**src/rtl/rt_pkg.sv**
```systemverilog
// Shared ray-tracer types: fixed-point widths and the hit record passed
// from the hit writer to the accumulate stage.
package rt_pkg;

  localparam int Q_BITS = 10;
  localparam int D_BITS = 32;
  localparam int M_BITS = 12;

  typedef struct packed {
    logic                   hit;
    logic [2:0][D_BITS-1:0] p_hit;
    logic [M_BITS-1:0]      tri_id;
    logic                   last;
  } hit_rec_t;

  typedef enum logic [1:0] {
    ST_IDLE,
    ST_STREAM,
    ST_DRAIN
  } hw_state_e;

endpackage

```
**src/rtl/hit_buffer.sv**
```systemverilog
// Small synchronous first-word-fall-through FIFO of hit records.
module hit_buffer
  import rt_pkg::*;
#(
  parameter int DEPTH = 4
) (
  input  logic                       clock,
  input  logic                       reset,
  input  logic                       push,
  input  hit_rec_t                   push_rec,
  input  logic                       pop,
  output hit_rec_t                   head,
  output logic [$clog2(DEPTH):0]     count
);

  localparam int AW = $clog2(DEPTH);
  localparam int CW = AW + 1;

  hit_rec_t        mem [DEPTH];
  logic [AW-1:0]   wr_ptr;
  logic [AW-1:0]   rd_ptr;
  logic            do_push;
  logic            do_pop;

  assign do_push = push && (count != CW'(DEPTH));
  assign do_pop  = pop && (count != '0);
  assign head    = mem[rd_ptr];

  // Storage array; contents are don't-care while their slot is empty.
  always_ff @(posedge clock) begin
    if (do_push) begin
      mem[wr_ptr] <= push_rec;
    end
  end

  // Pointers and occupancy.
  always_ff @(posedge clock) begin
    if (!reset) begin
      wr_ptr <= '0;
      rd_ptr <= '0;
      count  <= '0;
    end else begin
      if (do_push) wr_ptr <= wr_ptr + 1'b1;
      if (do_pop)  rd_ptr <= rd_ptr + 1'b1;
      case ({do_push, do_pop})
        2'b10:   count <= count + 1'b1;
        2'b01:   count <= count - 1'b1;
        default: count <= count;
      endcase
    end
  end

endmodule

```
**src/rtl/hit_writer.sv**
```systemverilog
// Producer end of the hit-record FIFO: buffers per-triangle results,
// tags each ray's final record, optionally filters misses, pulses ray_done.
module hit_writer
  import rt_pkg::*;
#(
  parameter int Q_BITS    = rt_pkg::Q_BITS,
  parameter int D_BITS    = rt_pkg::D_BITS,
  parameter int M_BITS    = rt_pkg::M_BITS,
  parameter int NUM_TRI   = 1024,
  parameter int BUF_DEPTH = 4,
  parameter int DROP_MISS = 0
) (
  input  logic                     clock,
  input  logic                     reset,
  input  logic                     in_valid,
  output logic                     in_ready,
  input  logic                     in_hit,
  input  logic signed [D_BITS-1:0] in_p_hit [3],
  input  logic [M_BITS-1:0]        in_tri_id,
  input  logic                     out_full,
  output logic                     out_wr_en,
  output logic                     out_hit,
  output logic signed [D_BITS-1:0] out_p_hit [3],
  output logic [M_BITS-1:0]        out_tri_id,
  output logic                     out_last,
  output logic                     ray_done,
  output logic                     seq_err
);

  localparam int                CW      = $clog2(BUF_DEPTH) + 1;
  localparam logic [M_BITS-1:0] LAST_ID = M_BITS'(NUM_TRI - 1);

  // Coordinates are carried as raw bits; the fraction width only documents
  // the format, and a format without integer bits has no meaning here.
  if (Q_BITS >= D_BITS) begin : g_q_bits_no_integer_part
  end

  hw_state_e         state;
  hw_state_e         state_nxt;
  logic [M_BITS-1:0] tri_cnt;
  logic [CW-1:0]     buf_count;
  logic              buf_nonempty;
  hit_rec_t          head;
  hit_rec_t          rec;
  logic              accept;
  logic              is_last;
  logic              enq;
  logic              ray_done_nxt;

  assign buf_nonempty = (buf_count != '0);
  assign in_ready     = (state != ST_DRAIN) && (buf_count != CW'(BUF_DEPTH));
  assign accept       = in_valid && in_ready;
  assign is_last      = (tri_cnt == LAST_ID);
  assign enq          = accept && ((DROP_MISS == 0) || in_hit || is_last);
  assign out_wr_en    = buf_nonempty && !out_full;

  // Build the record to enqueue; a filtered-mode miss carries a zero point.
  always_comb begin
    rec        = '0;
    rec.hit    = in_hit;
    rec.tri_id = in_tri_id;
    rec.last   = is_last;
    for (int unsigned i = 0; i < 3; i++) begin
      rec.p_hit[i] = in_p_hit[i];
    end
    if ((DROP_MISS != 0) && !in_hit) begin
      rec.p_hit = '0;
    end
  end

  hit_buffer #(
    .DEPTH (BUF_DEPTH)
  ) u_buf (
    .clock    (clock),
    .reset    (reset),
    .push     (enq),
    .push_rec (rec),
    .pop      (out_wr_en),
    .head     (head),
    .count    (buf_count)
  );

  // Present the buffer head; an empty buffer reads as all zero.
  always_comb begin
    out_hit    = 1'b0;
    out_tri_id = '0;
    out_last   = 1'b0;
    for (int unsigned i = 0; i < 3; i++) begin
      out_p_hit[i] = '0;
    end
    if (buf_nonempty) begin
      out_hit    = head.hit;
      out_tri_id = head.tri_id;
      out_last   = head.last;
      for (int unsigned i = 0; i < 3; i++) begin
        out_p_hit[i] = head.p_hit[i];
      end
    end
  end

  // Ray sequencing: next state and the end-of-ray pulse.
  always_comb begin
    state_nxt    = state;
    ray_done_nxt = 1'b0;
    case (state)
      ST_IDLE: begin
        if (accept) state_nxt = is_last ? ST_DRAIN : ST_STREAM;
      end
      ST_STREAM: begin
        if (accept && is_last) state_nxt = ST_DRAIN;
      end
      ST_DRAIN: begin
        if (out_wr_en && head.last) begin
          state_nxt    = ST_IDLE;
          ray_done_nxt = 1'b1;
        end
      end
      default: state_nxt = ST_IDLE;
    endcase
  end

  // State register and registered ray_done pulse.
  always_ff @(posedge clock) begin
    if (!reset) begin
      state    <= ST_IDLE;
      ray_done <= 1'b0;
    end else begin
      state    <= state_nxt;
      ray_done <= ray_done_nxt;
    end
  end

  // Triangle sequence counter and sticky ordering error.
  always_ff @(posedge clock) begin
    if (!reset) begin
      tri_cnt <= '0;
      seq_err <= 1'b0;
    end else if (accept) begin
      tri_cnt <= is_last ? '0 : tri_cnt + 1'b1;
      if (in_tri_id != tri_cnt) seq_err <= 1'b1;
    end
  end

endmodule

```
**config.mk**
```make
export PLATFORM = sky130hd
export DESIGN_NAME = hit_writer
export DESIGN_NICKNAME = d
export VERILOG_FILES = /design/src/rtl/rt_pkg.sv /design/src/rtl/hit_buffer.sv /design/src/rtl/hit_writer.sv
export SDC_FILE = /design/constraint.sdc
export NUM_CORES = 1
export LEC_CHECK = 0
export ABC_AREA = 1
export CELL_PAD_IN_SITES_DETAIL_PLACEMENT = 1
export CELL_PAD_IN_SITES_GLOBAL_PLACEMENT = 2
export CORE_MARGIN = 5
export CORE_UTILIZATION = 40
export DETAILED_ROUTE_END_ITERATION = 16
export PLACE_DENSITY = 0.93
export RECOVER_POWER = 25
export SLEW_MARGIN = 20
export SYNTH_ARGS = -nofsm -noshare
export SYNTH_HDL_FRONTEND = slang
export SYNTH_SLANG_ARGS = --single-unit
```
**constraint.sdc**
```tcl
create_clock -name clock -period 12.7 [get_ports clock]
set_input_delay 1.27 -clock clock [delete_from_list [all_inputs] [get_ports clock]]
set_output_delay 1.27 -clock clock [all_outputs]
set_load 0.01 [all_outputs]
```
[After elaboration in Yosys (flattened, before gate mapping)]
Memories as Yosys holds them, arrays and structs flattened. A register that Yosys moved wholly into a read port is not among the register bits.
Cells that the tools add are included.
Storage, ports and cells
  register bits: 23
  memory bits (writable): 440
  memories kept: 1
Memory list
  u_buf.mem: words 4, width 110, read ports 1, clocked after Yosys merged registers in 1, wr ports 1, line hit_buffer.sv:19  | hit_rec_t mem [DEPTH];
Operators by class
  $add $sub $neg: 5
  equal/unequal tests: 11
  muxes and demuxes: 16
  reduce and logical (&&, ||, !) cells: 14
Operator list (count)
  $mux 96: 1
  $mux 12: 2
  $add 12x1->12 const B: 1
  $eq 12x10->1 const B: 1
  $mux 2: 6
  $ne 12x12->1: 1
  $ne 2x2->1 const B: 4
  $logic_and 1x1->1: 7
  $pmux 2 s3: 1
  $pmux 3 s2: 1
  $mux 1: 5
  $add 2x1->2 const B: 2
  $eq 2x1->1 const B: 2
  $eq 2x2->1 const B: 2
  $reduce_and 2->1: 2
  $add 3x1->3 const B: 1
  $ne 3x3->1 const B: 1
  $reduce_and 3->1: 1
  $reduce_bool 3->1: 1
  $sub 3x1->3 const B: 1
  $logic_not 2->1: 1
  $reduce_bool 2->1: 1
  $logic_not 1->1: 1

[Longest topological paths before layout]
  word-level depth: 6
  mapped depth: 12
  mapped depth without buffers: 11

[Modules after synthesis]
A second synthesis with hierarchy kept.
Unflattened totals
  cells, all modules: 1515
  area total of the unflattened synthesis: 19059.5 um^2
Modules (own cells, without submodules)
  hit_buffer: times used 1, cells an instance 1130, area an instance 17138.9 um^2
  hit_writer: times used 1, cells an instance 385, area an instance 1920.6 um^2

[Least setup slack after synthesis]
OpenSTA, ideal clock, no wires.
  path kind: input -> register
  from: input in_valid
  to: memory u_buf.mem[0][0] (netlist bit) (enable)
  data arrival time: 6.159 ns
  slack: 5.961 ns
  stages: 3
  buffers on the path: 1
  cell sequence: nand3_4 > buf_2 > nor2_1
On the way
  cells in the longest elaborated chain, start to end: 4
RTL lines
  start, declared: line hit_writer.sv:15  | input logic in_valid,
  $logic_and 1x1->1: line hit_writer.sv:52  | assign accept = in_valid && in_ready;
  $logic_and 1x1->1: line hit_buffer.sv:25  | assign do_push = push && (count != CW'(DEPTH));
  $mux 1: line hit_buffer.sv:31  | if (do_push) begin
  $mux 1 (not written as such): line hit_buffer.sv:32  | mem[wr_ptr] <= push_rec;
  end, declared: line hit_buffer.sv:19
Every way passes these cells.

==> flow_summary.yaml <==
global_routing:
  grt_use_total_pct: 19.3
  grt_pass1_vias: 13300
  antenna_found_initial: 7
  grt-ovfl-total: 0
  grt_max_degree: 117
  grt_pass1_wl_mm: 76.3
synthesis:
  syn-cell-area_sq_um: 18400
  yosysWarnings: 0
  synth_edf_count: 440
  synth_ff_type: "edfxtp_1"
  async_flop_share_pct: 0
  synth_most_common_cell: "nor2_1"
  synth_top_cell_area_share_pct: 71.8
  avgSynthCellArea_sq_um: 12.2
  yosysSeqAreaShare_pct: 74.5
  synthCells: 1504
  yosys.area.top_type: "edfxtp_1"
  synth_cell_types: 32
  yosys-top-cells-count: "nor2_1, edfxtp_1, o21ai_0"
  synth_area_leaders: "edfxtp_1, nor2_1, o21ai_0"
  ys_seq_elements: 465
  synth_nets: 1624
routing:
  postRouteAntennaNets: 0
  num_vias: 12500
  drcViolationCount: 0
  wl_per_cell_microns: 21.3
  dr.pass1.iters: 4
  wirelength_mm: 50.0
  via_per_inst: 5.30
  drt_iter0_drc: 853
place:
  placedInstanceArea_sq_um: 21200
  port_buffers: 226
  dp_hpwl_mm: 29.4
  dp.cells: 2257
  finalWeightedCongestion: 0.753
floorplanning:
  core_sq_um: 45500
  chipWidth_microns: 224
  start_util_pct: 40.5
  ios: 227
  rows: 78
  die_y_microns: 224
  dieArea_sq_um: 50400
sta:
  fmax_mhz: 198
  clock_skew_ns: 0.0138
  tns_ns: 0
  max_slew.worst_pin.slew_ns: 1.05
  relSlewSlack_pct: 30.0
  final-setup-viol-count: 0
  period_share_pct: 39.7
  final-hold-violation-count: 0
  grt_setup_unrepaired: "false"
  final-max-slew-violation-count: 0
  post-route-min-period_ns: 5.04
pwr:
  p_leak_nw: 7.65
  p_per_area_nw_per_um2: 219
  irDropWorstVdd_uv: 166
  total_power_mw: 4.97
setup_path:
  r2r-end: "u_buf.mem[0][28]"
  required_ns: 11.43
  cp_max_fo: 78
  crit_end: "out_p_hit[54]"
  critPathCaptureType: "output pin"
  worst_ep_arrival_time_ns: 3.77
  path_class: "reg2out"
  timing.rr.start: "u_buf.count[0]"
  cp-start-kind: "flip-flop"
  reg2reg_slack_ns: 9.37
  ff2ff_path_depth: 6
clock_tree:
  cts_resized: 0
  cts_root_buf: "clkbuf_16"
  clk_path_buf_depth: 3
  h-tree-depth: 2
  cts.sinks: 465
  cts-hold-fix-buffers: 0
  cts_buffers: 49
  clk_latency_ns: 0.57
  clk_pin_slew_ns: 0.05
  post_cts_buffers: 0
  cts_tree: "yes"
cells_and_area:
  nFillCells: 4699
  multi_input_area_sq_um: 4170
  seqCellArea_sq_um: 13700
  fin_area_sq_um: 22700
  area_growth_pct: 23.5
  drive_gt1_share_pct: 6.19
  layoutNonFillerInstCount: 2351
  finalCoreUtilization_pct: 49.9
  final_nets: 1828
flow_run:
  maxCapViolCount: 0
outcome:
  outcome: "complete, no violations"
min_path:
  hp-class: "reg2reg"
  min-delay-start: "u_buf.rd_ptr[1]"
final cells by class:
type	count	area share [%]
inverter	36	0.650
sequential	465	60.4
multi-input combinational	916	18.3
tap	600	3.30
clock buffer	67	5.97
antenna	5	0.0551
clock inverter	22	0.832
timing repair buffer	240	10.4
placed cells by master, fill, tap and decap left out, drive strengths merged:
cell type | synthesis | layout
nor2 | 472 | 472
edfxtp | 440 | 440
o21ai | 229 | 229
clkdlybuf4s50 | 0 | 160
a21oi | 127 | 127
clkbuf | 32 | 67
dlygate4sd3 | 0 | 66
nand2 | 48 | 48
inv | 36 | 37
dfxtp | 25 | 25
clkinv | 0 | 16
buf | 55 | 14
xnor2 | 12 | 12
nand3 | 11 | 11
ha | 6 | 6
diode | 0 | 5
nand4 | 3 | 3
bufinv | 0 | 3
or2 | 2 | 2
nor3 | 2 | 2
clkinvlp | 0 | 2
mux2i | 1 | 1
xor2 | 1 | 1
a211oi | 1 | 1
fa | 1 | 1
critical path: stages (launching register included):
cell and delay, ns:
dfxtp_4 0.91, buf_4 0.82, nor2_1 0.14, nor2_1 0.14
o21ai_0 0.11, a21oi_1 0.35, clkdlybuf4s50_1 0.62
report_power, final:
| group | switching (mW) | internal [mW] |
|---|---|---|
| Combinational | 0.967 | 0.619 |
| Sequential | 0.0906 | 1.91 |
| Clock | 0.573 | 0.807 |
| Total | 1.63 | 3.34 |
how the worst min path moves through the flow:
stage | end | cells past startpoint
3_5_place_dp | u_buf.count[0] | 1
5_1_grt | flip-flop | 2
4_1_cts | flip-flop | 2
6_report | flip-flop | 2
2_1_floorplan | flip-flop | 2
3_3_place_gp | flip-flop | 2
flip-flops by register name, summed over array words and instances (netlist names), named ones only:
register and cells:
u_buf.mem 440, tri_cnt 12, u_buf.count 3, state 2, u_buf.rd_ptr 2, u_buf.wr_ptr 2, ray_done 1, seq_err 1
through the flow:
stage                     worst slack [ns]  hold slack (ns)
after floorplan                       5.96            0.436
after global placement                8.01            0.450
after detailed placement              7.93            0.466
after CTS                             7.28            0.480
after global routing                  7.33            0.497
final                                 7.66            0.475
logic make-up (layout without fill, tap and decap cells):
family,count (synthesis),in the layout,share of synthesized area (%)
muxes,1,1,0.0544
DFF,465,465,74.5
AOI/OAI and AO/OA,357,357,9.79
buffers and inverters,123,365,2.90
and+or+nand+nor,538,538,11.6
adders and majority gates,7,7,0.517
other,0,5,0
xor gates and xnor gates,13,13,0.619
per-layer routing:
metal | vias up | share of wire (%) | routed length (microns) | GRT usage [%]
li1 | 5686 | - | - | -
met1 | 6411 | 44 | 21900 | 25.5
met2 | 299 | 50 | 24900 | 33.3
met3 | 62 | 4.8 | 2420 | 3.76
met4 | 2 | 1.6 | 796 | 4.30
met5 | - | 0.026 | 13 | 0
Note: power is estimated with default switching activity, not from simulation.
